<file path="config.mk">
export PLATFORM = sky130hd
export DESIGN_NAME = psec6_readout_sequencer
export DESIGN_NICKNAME = d
export VERILOG_FILES = /design/src/rtl/psec6_readout_sequencer.sv
export SDC_FILE = /design/constraint.sdc
export NUM_CORES = 1
export LEC_CHECK = 0
export BUFFER_PORTS_ARGS = -buffer_cell sky130_fd_sc_hd__buf_2
export CORE_ASPECT_RATIO = 1.1
export CORE_MARGIN = 5
export CORE_UTILIZATION = 49
export CTS_BUF_LIST = sky130_fd_sc_hd__clkbuf_16
export DETAILED_ROUTE_END_ITERATION = 8
export GPL_TIMING_DRIVEN = 0
export PLACE_DENSITY = 0.72
export SYNTH_ARGS = -nofsm -noshare
export SYNTH_HDL_FRONTEND = slang
export SYNTH_SLANG_ARGS = --single-unit
</file>
<file path="constraint.sdc">
create_clock -name spi_clk -period 5.59 [get_ports spi_clk]
set_clock_uncertainty 0.05 [all_clocks]
set_input_delay 1.118 -clock spi_clk [delete_from_list [all_inputs] [get_ports spi_clk]]
set_output_delay 1.118 -clock spi_clk [all_outputs]
set_load 0.005 [all_outputs]
</file>
<file path="src/rtl/psec6_readout_sequencer.sv">
// psec6_readout_sequencer
//
// Walks the enabled channel digital blocks in index order and, for each one,
// reads NUM_REGS registers of WORD_BITS bits each, muxing the selected
// channel's serial line onto a single output toward the chip MISO.
//
// Ports
//   spi_clk       sole clock, rising edge
//   rstb          asynchronous active-low reset
//   read_req      start request, sampled only while idle
//   abort         synchronous abort of an in-progress readout
//   ch_mask       1 = channel included (captured when a readout starts)
//   cnt_ser       serial data from each channel, MSB first
//   inst_readout  one-hot load strobe to the selected channel (LOAD cycle)
//   select_reg    register select broadcast to all channels
//   data_out      serial payload bit
//   data_valid    data_out carries a payload bit
//   word_start    marks the first (MSB) bit of each word
//   ch_id         index of the channel being read
//   busy          readout in progress
//   done          one-cycle pulse when a readout completes or aborts
//   state_dbg     current FSM state
//
// Output stream: data_out is meaningful only in cycles where data_valid is 1
// and is held at 0 otherwise; word_start is only ever 1 together with
// data_valid. There is no backpressure: the consumer must take one bit per
// valid cycle.
module psec6_readout_sequencer #(
  parameter int NUM_CH    = 8,
  parameter int WORD_BITS = 10,
  parameter int NUM_REGS  = 6
) (
  input  logic              spi_clk,
  input  logic              rstb,
  input  logic              read_req,
  input  logic              abort,
  input  logic [NUM_CH-1:0] ch_mask,
  input  logic [NUM_CH-1:0] cnt_ser,
  output logic [NUM_CH-1:0] inst_readout,
  output logic [2:0]        select_reg,
  output logic              data_out,
  output logic              data_valid,
  output logic              word_start,
  output logic [2:0]        ch_id,
  output logic              busy,
  output logic              done,
  output logic [2:0]        state_dbg
);

  // The pointer carries one extra bit so that stepping past the last channel
  // is seen as ptr == NUM_CH instead of wrapping back to channel 0.
  localparam int PTR_W = $clog2(NUM_CH + 1);
  localparam int CH_W  = (NUM_CH > 1) ? $clog2(NUM_CH) : 1;
  localparam int BIT_W = $clog2(WORD_BITS + 1);

  localparam logic [2:0] ST_IDLE  = 3'd0;
  localparam logic [2:0] ST_SCAN  = 3'd1;
  localparam logic [2:0] ST_LOAD  = 3'd2;
  localparam logic [2:0] ST_SHIFT = 3'd3;
  localparam logic [2:0] ST_FIN   = 3'd4;

  logic [2:0]        state;
  logic [PTR_W-1:0]  ptr;
  logic [CH_W-1:0]   ptr_lo;
  logic [2:0]        reg_idx;
  logic [BIT_W-1:0]  bit_cnt;
  logic [NUM_CH-1:0] mask_q;
  logic [NUM_CH-1:0] ptr_onehot;

  // Only used to index channels while ptr < NUM_CH.
  assign ptr_lo     = ptr[CH_W-1:0];
  assign ptr_onehot = {{(NUM_CH-1){1'b0}}, 1'b1} << ptr_lo;
  assign state_dbg  = state;

  always_ff @(posedge spi_clk or negedge rstb) begin
    if (!rstb) begin
      state        <= ST_IDLE;
      ptr          <= '0;
      reg_idx      <= '0;
      bit_cnt      <= '0;
      mask_q       <= '0;
      inst_readout <= '0;
      select_reg   <= '0;
      data_out     <= 1'b0;
      data_valid   <= 1'b0;
      word_start   <= 1'b0;
      ch_id        <= '0;
      busy         <= 1'b0;
      done         <= 1'b0;
    end else begin
      // Strobes and pulses last a single cycle unless re-asserted below.
      inst_readout <= '0;
      word_start   <= 1'b0;
      done         <= 1'b0;

      // FIN is already winding down, so abort there just lets it finish.
      if (abort && state != ST_IDLE && state != ST_FIN) begin
        state      <= ST_FIN;
        done       <= 1'b1;
        data_valid <= 1'b0;
        data_out   <= 1'b0;
      end else begin
        case (state)
          ST_IDLE: begin
            if (read_req) begin
              state   <= ST_SCAN;
              busy    <= 1'b1;
              ptr     <= '0;
              reg_idx <= '0;
              bit_cnt <= '0;
              mask_q  <= ch_mask;
            end
          end

          ST_SCAN: begin
            if (ptr >= PTR_W'(NUM_CH)) begin
              state <= ST_FIN;
              done  <= 1'b1;
            end else if (mask_q[ptr_lo]) begin
              state        <= ST_LOAD;
              inst_readout <= ptr_onehot;
              select_reg   <= reg_idx;
              ch_id        <= 3'(ptr_lo);
            end else begin
              ptr <= ptr + PTR_W'(1);
            end
          end

          // The channel presents its MSB while its strobe is high, so the
          // first payload bit is captured on the LOAD -> SHIFT edge.
          ST_LOAD: begin
            state      <= ST_SHIFT;
            bit_cnt    <= '0;
            data_out   <= cnt_ser[ptr_lo];
            data_valid <= 1'b1;
            word_start <= 1'b1;
          end

          ST_SHIFT: begin
            if (bit_cnt == BIT_W'(WORD_BITS - 1)) begin
              data_valid <= 1'b0;
              data_out   <= 1'b0;
              if (reg_idx != 3'(NUM_REGS - 1)) begin
                reg_idx      <= reg_idx + 3'd1;
                select_reg   <= reg_idx + 3'd1;
                inst_readout <= ptr_onehot;
                state        <= ST_LOAD;
              end else begin
                reg_idx <= '0;
                ptr     <= ptr + PTR_W'(1);
                state   <= ST_SCAN;
              end
            end else begin
              bit_cnt  <= bit_cnt + BIT_W'(1);
              data_out <= cnt_ser[ptr_lo];
            end
          end

          ST_FIN: begin
            state <= ST_IDLE;
            busy  <= 1'b0;
          end

          default: begin
            state <= ST_IDLE;
            busy  <= 1'b0;
          end
        endcase
      end
    end
  end

endmodule

</file>
==> results by group <==
STA
  – Rel. slew slack: 0.411
  – Final setup violating endpoints: 0
  – Hold Slack: roughly 0.45 ns
  – Final min period: between 2 and 2.5 ns
  – Slew Limit Fails: 0
  – Final period util: 0.440
  – Total negative slack: 0 ns
  – Final Hold Viols: 0
  – Max frequency: about 410 MHz
  – Worst-Margin Slew: 0.884 ns
  – RSZ-0062 raised after global routing: no

Cells and area
  – Top flop regs: inst_readout x8, mask_q x8
  – Commonest cells after routing, fill and taps aside: 44 x buf_2, 41 x dfrtp_1, 15 x nor2_1, 11 x a21oi_1, 11 x mux2_2
  – Inserted Diodes: 0
  – Layout cells sized above 1: 0.341
  – Commonest non-fill, non-tap cell in the layout: buf_2
  – Layout area overhead: 19.2%
  – Number of nets in the layout: between 200 and 300
  – Layout filler cell count: between 300 and 400

Global routing
  – Initial antenna violation count: 0
  – Vias in the first global route: around 1700
  – Pin count of the biggest net entering global routing: 42
  – Total GRT Usage: 0.175
  – First-pass GRT wire length: 7820 microns
  – Grt total ovfl: 0

Synthesis
  – Post-Syn Area: about 2200 sq um
  – EDFF count, synth: 0
  – Ys flop type: dfrtp_1
  – Netlist cell types: 48
  – Syn nets: approximately 230
  – Syn Inst Count: about 200
  – FF+latch count, synth: just over 40
  – Syn Area/Cell: between 10 and 15 sq um
  – Seq/Total Area, Yosys: 0.474
  – Async SR Flop Fraction: 1.00
  – Yosys warns: 0

Floorplanning
  – Die area: a little under 6000 sq um
  – I/O Pins: 42
  – Starting Density: 0.505
  – # rows: 25
  – Die Height: 79.7 microns
  – Die width: between 70 and 80 microns
  – Core Region: ~4300 sq um

CTS
  – Postcts setup bufs: 0
  – Clk sinks: just over 40
  – Num CTS Buffers: 5
  – CTS tree: done
  – Post-CTS sizing: 0
  – H-tree depth: 2
  – Clk_lat worst skew: between 0.2 and 0.3 ns
  – Clock buffer depth: 2
  – Root Driver: clkbuf_16
  – Hold-fix buffers at CTS: 0
  – Worst-path clk slew: approximately 0.06 ns

Placement
  – Gp weighted congestion: 0.877
  – Buffers on Ports: 41
  – Post-DP HPWL: 3420 microns

Route
  – Antenna Nets Post-Route: 0
  – Vias post-DR: around 1700
  – DR WL/cell: 15.4 microns
  – Vias per inst: 5.58
  – First drt pass iteration count: 4
  – Final wirelength: approximately 4600 microns
  – Drt first-iter violations: a little over 100
  – DR DRC count: 0

Power and ir drop
  – Pleak: 1.29 nW
  – Comb power frac: 0.446
  – Clock power share: 0.217
  – Power per cell area: 494 nW/um^2
  – P_sw: 0.000479 W
  – Sequential fraction of design power: 0.337
  – Switch share: 0.376
  – Max IR drop VDD: around 0.23 mV
  – Internal power: approximately 0.0008 W

Setup path
  – Reg-to-Reg End: ptr[2]$_DFFE_PN0P_
  – Setup CP Type: in -> reg
  – Crit Reg-Reg Startpoint: state_dbg[2]$_DFFE_PN0P_
  – R2r setup slk: around 3.6 ns
  – CP max FO: 10
  – CP required: 5.71 ns
  – Arrival @ worst endpoint: about 2.6 ns
  – CP Capture Type: flop
  – Startpoint types: primary input
  – R2R cell count: 6

Min path
  – Hold path cells: 1
  – Hold Crit Endpoint: busy$_DFFE_PN0P_
  – Worst hold start: busy$_DFFE_PN0P_
  – Hold Crit Class: reg -> reg

Run
  – Maximum Capacitance Violations: 0

Status
  – Status: complete, no violations
==> layer usage <==
metal	share of wire	vias up	track usage
met5	0	-	0
met4	0.025	0	0.0761
met3	0.069	9	0.0365
met2	0.48	62	0.284
met1	0.43	788	0.224
li1	-	814	-
==> cell type report <==
| class | count | area, sq um | share of cell area |
|---|---|---|---|
| Clock buffer | 5 | 125 | 0.0485 |
| Timing Repair Buffer | 41 | 205 | 0.0795 |
| Tap cell | 54 | 67.6 | 0.0262 |
| Inverter | 8 | 30.0 | 0.0116 |
| Buffer | 10 | 63.8 | 0.0247 |
| Multi-Input combinational cell | 138 | 1050 | 0.405 |
| Sequential cell | 41 | 1030 | 0.397 |
| Clock inverter | 3 | 17.5 | 0.00679 |
==> cell families after synthesis <==
group | after synthesis | synth area share
multiplexers | 21 | 0.123
XOR/XNOR | 3 | 0.0121
AND/OR/NAND/NOR | 65 | 0.169
buffers and inverters | 18 | 0.0433
AO/OA/AOI/OAI | 39 | 0.121
flip-flops | 41 | 0.474
adder cells (fa/ha/maj) | 10 | 0.0578
==> metrics by stage <==
step / setup WS (ns) / instance area, sq um / total power, W / util / std cells
final: 3.13 / 2580 / 0.00128 / 0.602 / 300
after floorplan: 3.20 / 2170 / 0.000841 / - / 197
after CTS: 3.13 / 2580 / 0.00129 / 0.602 / 300
after global placement: 2.82 / 2440 / 0.000985 / 0.569 / 292
after global routing: 2.95 / 2580 / 0.00137 / 0.602 / 300
after detailed placement: 2.80 / 2440 / 0.00101 / 0.569 / 292
==> synthesized netlist by cell type, types with 3 or more instances <==
cell type,number,share of area
dfrtp_1,41,0.47
nor2_1,15,0.026
a21oi_1,11,0.025
mux2_2,11,0.057
ha_1,10,0.058
nand2_1,10,0.017
nand3_1,10,0.023
o21ai_0,9,0.021
inv_1,7,0.012
and3_2,6,0.021
mux2i_1,6,0.028
nor3_1,6,0.014
a21o_1,3,0.010
buf_2,3,0.0069
clkbuf_1,3,0.0052
nand4_1,3,0.0087
==> critical path, stage by stage <==
cell and delay [ns]:
buf_2 0.16, nor2_4 0.14, nand2_1 0.10, nor3_1 0.46
a22o_4 0.29, mux2_4 0.30
==> worst max-delay path by stage <==
stage | to | slack [ns] | depth (start not counted) | from
floorplan | select_reg[1]$_DFFE_PN0P_ | 3.20 | 5 | abort
global placement | select_reg[2]$_DFFE_PN0P_ | 2.82 | 6 | abort
detailed placement | select_reg[2]$_DFFE_PN0P_ | 2.80 | 6 | abort
global route | select_reg[1]$_DFFE_PN0P_ | 2.95 | 6 | abort
CTS | select_reg[2]$_DFFE_PN0P_ | 3.13 | 6 | abort
finish | select_reg[2]$_DFFE_PN0P_ | 3.13 | 6 | abort
==> power groups by stage <==
stage,Clock [W],Sequential [W],Combinational (W)
floorplan,0,0.000428,0.000413
global placement,0,0.000429,0.000556
detailed placement,0,0.000434,0.000572
CTS,0.000282,0.000430,0.000573
global route,0.000299,0.000441,0.000631
finish,0.000277,0.000430,0.000569
Power figures use the tool's default switching activity.
